**src/rtl/coin_pulse_conditioner.sv**
```systemverilog
`timescale 1ns/1ps
// -----------------------------------------------------------------------------
// coin_pulse_conditioner
//
// Front end of the vending controller. Converts three raw, asynchronous,
// bouncing coin-sensor lines (1, 2 and 5 yuan) into clean, mutually exclusive,
// single-cycle coin pulses.
//
// Per channel:
//   raw -> SYNC_STAGES flip-flop synchroniser -> debounce counter -> rising
//   edge of the debounced level sets a one-deep pending slot.
// Shared:
//   fixed-priority arbiter (1 > 2 > 5) drains one pending coin per clock
//   unless i_hold stalls it.
//
// Handshake: there is no valid/ready pair here. A coin is "presented" by a
// one-cycle high on exactly one of o_1yuan / o_2yuan / o_5yuan. The consumer
// stalls emission by driving i_hold high; i_hold is sampled on the same edge
// that would register a pulse, and a stalled coin stays in its pending slot.
//
// Ports:
//   i_clk                 system clock
//   i_rst                 asynchronous, active-high reset
//   i_coin_1/2/5          raw coin-sensor levels (asynchronous, may bounce)
//   i_hold                downstream stall, no pulse is registered while high
//   o_1yuan/2yuan/5yuan   registered single-cycle coin pulses, one-hot or zero
//   o_pending[2:0]        registered pending slots {5, 2, 1 yuan}
//   o_overrun             single-cycle pulse when a coin lands on a full slot
// -----------------------------------------------------------------------------
module coin_pulse_conditioner #(
   parameter int SYNC_STAGES     = 2,
   parameter int DEBOUNCE_CYCLES = 16
) (
   input  logic       i_clk,
   input  logic       i_rst,
   input  logic       i_coin_1,
   input  logic       i_coin_2,
   input  logic       i_coin_5,
   input  logic       i_hold,
   output logic       o_1yuan,
   output logic       o_2yuan,
   output logic       o_5yuan,
   output logic [2:0] o_pending,
   output logic       o_overrun
);

   localparam int            CW      = $clog2(DEBOUNCE_CYCLES);
   localparam logic [CW-1:0] CNT_MAX = CW'(DEBOUNCE_CYCLES - 1);

   // Channel index: 0 = 1 yuan, 1 = 2 yuan, 2 = 5 yuan.
   logic [2:0] coin_raw;
   assign coin_raw = {i_coin_5, i_coin_2, i_coin_1};

   // ---------------------------------------------------------------------------
   // Synchroniser chains. Stage 0 samples the raw line; the top stage is the
   // synchronised level seen by the debouncer.
   // ---------------------------------------------------------------------------
   logic [2:0][SYNC_STAGES-1:0] sync_q;
   logic [2:0][SYNC_STAGES-1:0] sync_d;
   logic [2:0]                  sync_lvl;

   always_comb begin
      for (int c = 0; c < 3; c++) begin
         sync_d[c]   = {sync_q[c][SYNC_STAGES-2:0], coin_raw[c]};
         sync_lvl[c] = sync_q[c][SYNC_STAGES-1];
      end
   end

   always_ff @(posedge i_clk or posedge i_rst) begin
      if (i_rst) begin
         sync_q <= '0;
      end else begin
         sync_q <= sync_d;
      end
   end

   // ---------------------------------------------------------------------------
   // Debouncers. The counter runs only while the synchronised level disagrees
   // with the debounced level; any agreement restarts it, so only an unbroken
   // run of DEBOUNCE_CYCLES disagreeing clocks flips the debounced level.
   // ---------------------------------------------------------------------------
   logic [2:0]         deb_q;
   logic [2:0]         deb_d;
   logic [2:0][CW-1:0] cnt_q;
   logic [2:0][CW-1:0] cnt_d;
   logic [2:0]         coin_evt;

   always_comb begin
      deb_d = deb_q;
      cnt_d = cnt_q;
      for (int c = 0; c < 3; c++) begin
         if (sync_lvl[c] == deb_q[c]) begin
            cnt_d[c] = '0;
         end else if (cnt_q[c] == CNT_MAX) begin
            deb_d[c] = sync_lvl[c];
            cnt_d[c] = '0;
         end else begin
            cnt_d[c] = cnt_q[c] + CW'(1);
         end
      end
   end

   // A coin event is the debounced level rising on this edge. Using deb_d lets
   // the pending slot be set on the very edge the debounced level flips.
   assign coin_evt = deb_d & ~deb_q;

   always_ff @(posedge i_clk or posedge i_rst) begin
      if (i_rst) begin
         deb_q <= '0;
         cnt_q <= '0;
      end else begin
         deb_q <= deb_d;
         cnt_q <= cnt_d;
      end
   end

   // ---------------------------------------------------------------------------
   // Pending slots and fixed-priority arbiter.
   // ---------------------------------------------------------------------------
   logic [2:0] pend_q;
   logic [2:0] pend_d;
   logic [2:0] grant;
   logic [2:0] pulse_q;
   logic       ovr_q;
   logic       ovr_d;

   always_comb begin
      grant = 3'b000;
      if (!i_hold) begin
         if (pend_q[0]) begin
            grant = 3'b001;
         end else if (pend_q[1]) begin
            grant = 3'b010;
         end else if (pend_q[2]) begin
            grant = 3'b100;
         end
      end
   end

   // A new event on the slot being granted refills it: the old coin leaves,
   // the new one stays, and that is not an overrun. Only an event on a slot
   // that stays full loses a coin.
   always_comb begin
      pend_d = (pend_q & ~grant) | coin_evt;
      ovr_d  = |(coin_evt & pend_q & ~grant);
   end

   always_ff @(posedge i_clk or posedge i_rst) begin
      if (i_rst) begin
         pend_q  <= '0;
         pulse_q <= '0;
         ovr_q   <= 1'b0;
      end else begin
         pend_q  <= pend_d;
         pulse_q <= grant;
         ovr_q   <= ovr_d;
      end
   end

   assign o_1yuan   = pulse_q[0];
   assign o_2yuan   = pulse_q[1];
   assign o_5yuan   = pulse_q[2];
   assign o_pending = pend_q;
   assign o_overrun = ovr_q;

   // ---------------------------------------------------------------------------
   // Invariants of the output contract.
   // ---------------------------------------------------------------------------
   a_pulse_onehot: assert property (@(posedge i_clk) disable iff (i_rst)
      $onehot0(pulse_q));

   a_hold_blocks: assert property (@(posedge i_clk) disable iff (i_rst)
      i_hold |=> (pulse_q == 3'b000));

endmodule

```
**config.mk**
```make
export PLATFORM = sky130hd
export DESIGN_NAME = coin_pulse_conditioner
export DESIGN_NICKNAME = d
export VERILOG_FILES = /design/src/rtl/coin_pulse_conditioner.sv
export SDC_FILE = /design/constraint.sdc
export NUM_CORES = 1
export LEC_CHECK = 0
export ABC_CLOCK_PERIOD_IN_PS = 2400
export CAP_MARGIN = 20
export CORE_UTILIZATION = 53
export CTS_CLUSTER_DIAMETER = 30
export DETAILED_ROUTE_END_ITERATION = 8
export HOLD_SLACK_MARGIN = 0.03
export PLACE_DENSITY = 0.86
export SYNTH_ARGS = -nofsm -noshare
export SYNTH_HDL_FRONTEND = slang
export SYNTH_SLANG_ARGS = --single-unit
```
**constraint.sdc**
```tcl
create_clock -name i_clk -period 2.4 [get_ports i_clk]
set_clock_uncertainty 0.05 [all_clocks]
set_input_delay 0.48 -clock i_clk [delete_from_list [all_inputs] [get_ports i_clk]]
set_output_delay 0.48 -clock i_clk [all_outputs]
set_load 0.005 [all_outputs]
```
## After elaboration in Yosys (flattened, before gate mapping)

Index checks and enable logic that the tools add are counted.

- Bitwise gates (word level): 7
- Muxes and demuxes: 16
- Add/sub/neg operators: 3
- Equal/unequal tests: 6
- Reduce and logical (&&, ||, !) cells: 1

Operators with widths:

| cell | count |
|---|---|
| 4-bit two-way mux | 6 |
| 4-bit by 1-bit adder with 4-bit output, second input constant | 3 |
| 3-bit AND | 4 |
| 4-bit == test, second input constant | 3 |
| 3-bit two-way mux | 4 |
| 1-bit two-way mux | 6 |
| 3-bit NOT | 2 |
| 1-bit == test | 3 |
| 3-bit OR | 1 |
| 3-bit OR reduction | 1 |

- Word-level logic and storage cells: 43
- Bits of input ports: 6
- Output and inout port bits: 7
- Flip-flop bits (word level): 28

## Longest topological paths before layout

- Word-level depth: 7
- Gate-level depth with buffers: 4
- Depth with buffers taken out: 4

## Worst setup path after synthesis

OpenSTA, ideal clock, no wires.

- Path kind: register to register
- From: register cnt_q[8] (netlist bit)
- To: register deb_q[2]
- Data arrival time: 1092 ps
- Cell stages (with the launch flop): 4
- Data required time: 2225 ps
- Path slack: 1133 ps
- Path through: dfrtp_1 -> ha_1 -> and3_1 -> mux2_2

- Word-level cells in the longest chain between the ends: 3

Ends and longest elaborated chain:

| element | RTL line | RTL |
|---|---|---|
| start, declared | 84 | `logic [2:0][CW-1:0] cnt_q;` |
| start signal, assigned | 113 | `cnt_q <= cnt_d;` |
| 4-bit == test | 94 | `end else if (cnt_q[c] == CNT_MAX) begin` |
| 1-bit two-way mux | 94 |  |
| 1-bit two-way mux | 92 | `if (sync_lvl[c] == deb_q[c]) begin` |
| named net deb_d[2] | 83 | `logic [2:0] deb_d;` |
| end signal, assigned | 109 | `deb_q <= '0;` |
| end signal, assigned | 112 | `deb_q <= deb_d;` |
| end, declared | 82 | `logic [2:0] deb_q;` |

The timed path passes the listed nets, and every way through them passes these cells.

## Final worst setup path

- From: register pend_q[0], in the netlist o_pending[0]
- To: output port o_pending[0]

RTL lines:

| element | RTL line | RTL |
|---|---|---|
| start, declared | 120 | `logic [2:0] pend_q;` |
| start signal, assigned | 154 | `pend_q <= pend_d;` |
| end, declared | 43 | `output logic [2:0] o_pending,` |

No word-level cell between the ends.

==> flow_metrics.py <==
metrics = {
    "run_status": {
        "status": "completed",
    },
    "clocking": {
        "holdBufCountCts": 0,
        "clock_path_buffers": 2,
        "cts.sinks": 28,
        "cts_resized": 0,
        "root_buffer": "clkbuf_4",
        "clkTransAtPathRegs_ps": 130,
        "clock_latency_ps": 310,
        "cts_tree": "built",
        "numCtsBuffers": 3,
        "htreeDepth": 1,
        "cts_setup_buffers": 0,
    },
    "worst_setup_path": {
        "cp_top_family": "buffers and inverters",
        "worstSetupPathType": "reg -> out",
        "crit_path_max_fanout": 6,
        "required_ps": 1870,
        "crit_slowest_cell": "clkdlybuf4s50_1",
        "slowest_delay_ps": 530,
        "cp.arrival_ps": 1290,
        "path_buf_inv": 1,
        "crit_chain": "clkdlybuf4s50_1",
        "start_kind": "register",
        "cp-end-kind": "output pin",
    },
    "sta": {
        "fin_crit_ps": 1820,
        "drv_slew": 0,
        "tightest_slew_ps": 375,
        "rsz0062_at_grt": "false",
        "finalSetupViolCount": 0,
        "post-route-period-util_pct": 75.7,
        "fmax_ghz": 0.550,
        "totalNegativeSetupSlack_ps": 0,
        "slew_headroom_pct": 74.8,
        "hold_viol_final": 0,
    },
    "routing": {
        "viasPerCell": 5.42,
        "routedWlPerCell_um": 12.9,
        "ant_nets": 0,
        "drc": 0,
        "drt_wl_total_um": 1570,
        "firstDrtPassIters": 4,
        "drt-initial-drc-count": 7,
        "vias": 661,
    },
    "grt": {
        "grt_pass1_wl_um": 2620,
        "grt_usage_pct": 17.3,
        "grt_start_max_net_pins": 29,
        "overflow": 0,
        "antenna_found_initial": 0,
        "first_global_vias": 631,
    },
    "placed_design": {
        "place_congestion": 0.772,
        "portBuffers": 12,
        "dp_hpwl_um": 1140,
    },
    "layout": {
        "syn2layout_area_growth_pct": 16.9,
        "n_antenna_cell": 0,
        "final_common_cell": "dfrtp_1",
        "multi_input_area_um2": 357,
        "drive_gt1_share_pct": 10.3,
        "most-common-layout-cells": "28 x dfrtp_1, 12 x clkdlybuf4s50_1, 6 x xnor2_1",
        "layout.nets": 108,
        "fillCellCount": 146,
        "register_area_um2": 701,
    },
    "power": {
        "combPwrFrac_pct": 6.8,
        "worst_ir_drop_vdd_v": 0.000393,
        "p_per_area_nw_per_um2": 587,
        "internal_power_mw": 0.574,
        "clockPowerShare_pct": 24.7,
        "p_seq_share_pct": 68.5,
        "p_sw_mw": 0.162,
        "finalPower_mw": 0.735,
        "total_leakage_power_nw": 0.580,
        "p_sw_share_pct": 22.0,
    },
    "floorplanning": {
        "die_area_um2": 2210,
        "start_util_pct": 59.5,
        "die_x_um": 47.0,
        "ios": 13,
        "die_h_um": 47.0,
        "row_count": 15,
        "core_um2": 1800,
    },
    "yosys": {
        "ys_warn_count": 0,
        "synth_area_leaders": "dfrtp_1 65%, xnor2_1 4.9%, ha_1 3.5%",
        "synth_cell_types": 23,
        "synth_cells": 81,
        "ys_ff_latch": 28,
        "syn_avg_cell_area_um2": 13.2,
        "synth_area_leader_cell": "dfrtp_1",
        "seq_area_frac_synth_pct": 65.3,
        "synth_top_area_share_pct": 65.3,
        "syn_nets": 90,
        "syn-cell-area_um2": 1070,
    },
    "hold_path": {
        "min_path_type": "reg -> reg",
    },
    "run": {
        "drv_cap": 0,
    },
}
## synthesized netlist by cell type, drive strengths merged
cell type	count
a21o	1
a21oi	4
a22o	1
a311oi	1
a31oi	1
and2b	1
and3	3
dfrtp	28
ha	3
inv	4
mux2	3
nand2	3
nand3b	2
nand4	1
nand4b	2
nor2	4
nor2b	4
nor3	3
nor3b	1
o21ai	3
o221ai	1
or3	1
xnor2	6
## metal layers
metal  GRT usage, %  wire, um  up-vias
li1               -         -      315
met1           22.1       702      326
met2           29.2       795       16
met3           2.31        47        4
met4           8.57        25        0
met5              0         0        -
## flip-flops by register name (all words and copies together) (netlist names)
| signal | cells |
|---|---|
| cnt_q | 12 |
| deb_q | 3 |
| o_pending | 3 |
| pulse_q | 3 |
| sync_d | 3 |
| sync_lvl | 3 |
| o_overrun | 1 |
## power by group through the flow
stage | registers [mW] | clock network (mW) | logic, mW
floorplan | 0.509 | 0 | 0.0341
global placement | 0.511 | 0 | 0.0486
detailed placement | 0.513 | 0 | 0.0503
CTS | 0.504 | 0.186 | 0.0514
global route | 0.507 | 0.204 | 0.0577
finish | 0.504 | 0.182 | 0.0501
## stage by stage
step	cells	setup slack, ps	hold slack (ps)	instance area (um2)	util, %
2_1_floorplan	81	1130	281	1070	-
3_3_place_gp	119	661	284	1230	68.3
3_5_place_dp	119	619	286	1230	68.3
4_1_cts	122	575	316	1250	69.6
5_1_grt	122	496	325	1250	69.6
6_report	122	582	314	1250	69.6
## cells by family after synthesis
family / after synthesis / share of synthesized area [%]
mux: 3 / 3.15
flops: 28 / 65.3
simple gates: 25 / 14.1
compound gates: 12 / 7.58
buf+inv: 4 / 1.40
fa+ha+maj: 3 / 3.50
xor+xnor: 6 / 4.90
## layout make-up
class / count / share of cell area, %
tap: 25 / 2.50
multi-input combinational: 49 / 28.4
sequential: 28 / 55.9
clock buffer: 3 / 1.80
timing repair buffer: 13 / 10.2
inverter: 4 / 1.20
## worst paths after layout
kind	from	endpoint	slack, ps	depth (start not counted)
worst max-delay path	o_pending[0]$_DFF_PP0_	o_pending[0]	580	1
worst min-delay path	sync_d[3]$_DFF_PP0_	sync_lvl[1]$_DFF_PP0_	310	0
worst max register to register	cnt_q[0]$_DFF_PP0_	deb_q[0]$_DFF_PP0_	1030	3
worst min register to register	sync_d[3]$_DFF_PP0_	sync_lvl[1]$_DFF_PP0_	310	0
max in group asynchronous	i_rst	cnt_q[10]$_DFF_PP0_	1600	3
min in group asynchronous	i_rst	deb_q[1]$_DFF_PP0_	450	3
## worst reg2reg max path, cell delays in order, from the launching register on
cell     delay (ps)
dfrtp_1         430
ha_1            220
and3_1          240
mux2_2          340
Note: power is estimated with default switching activity, not from simulation.
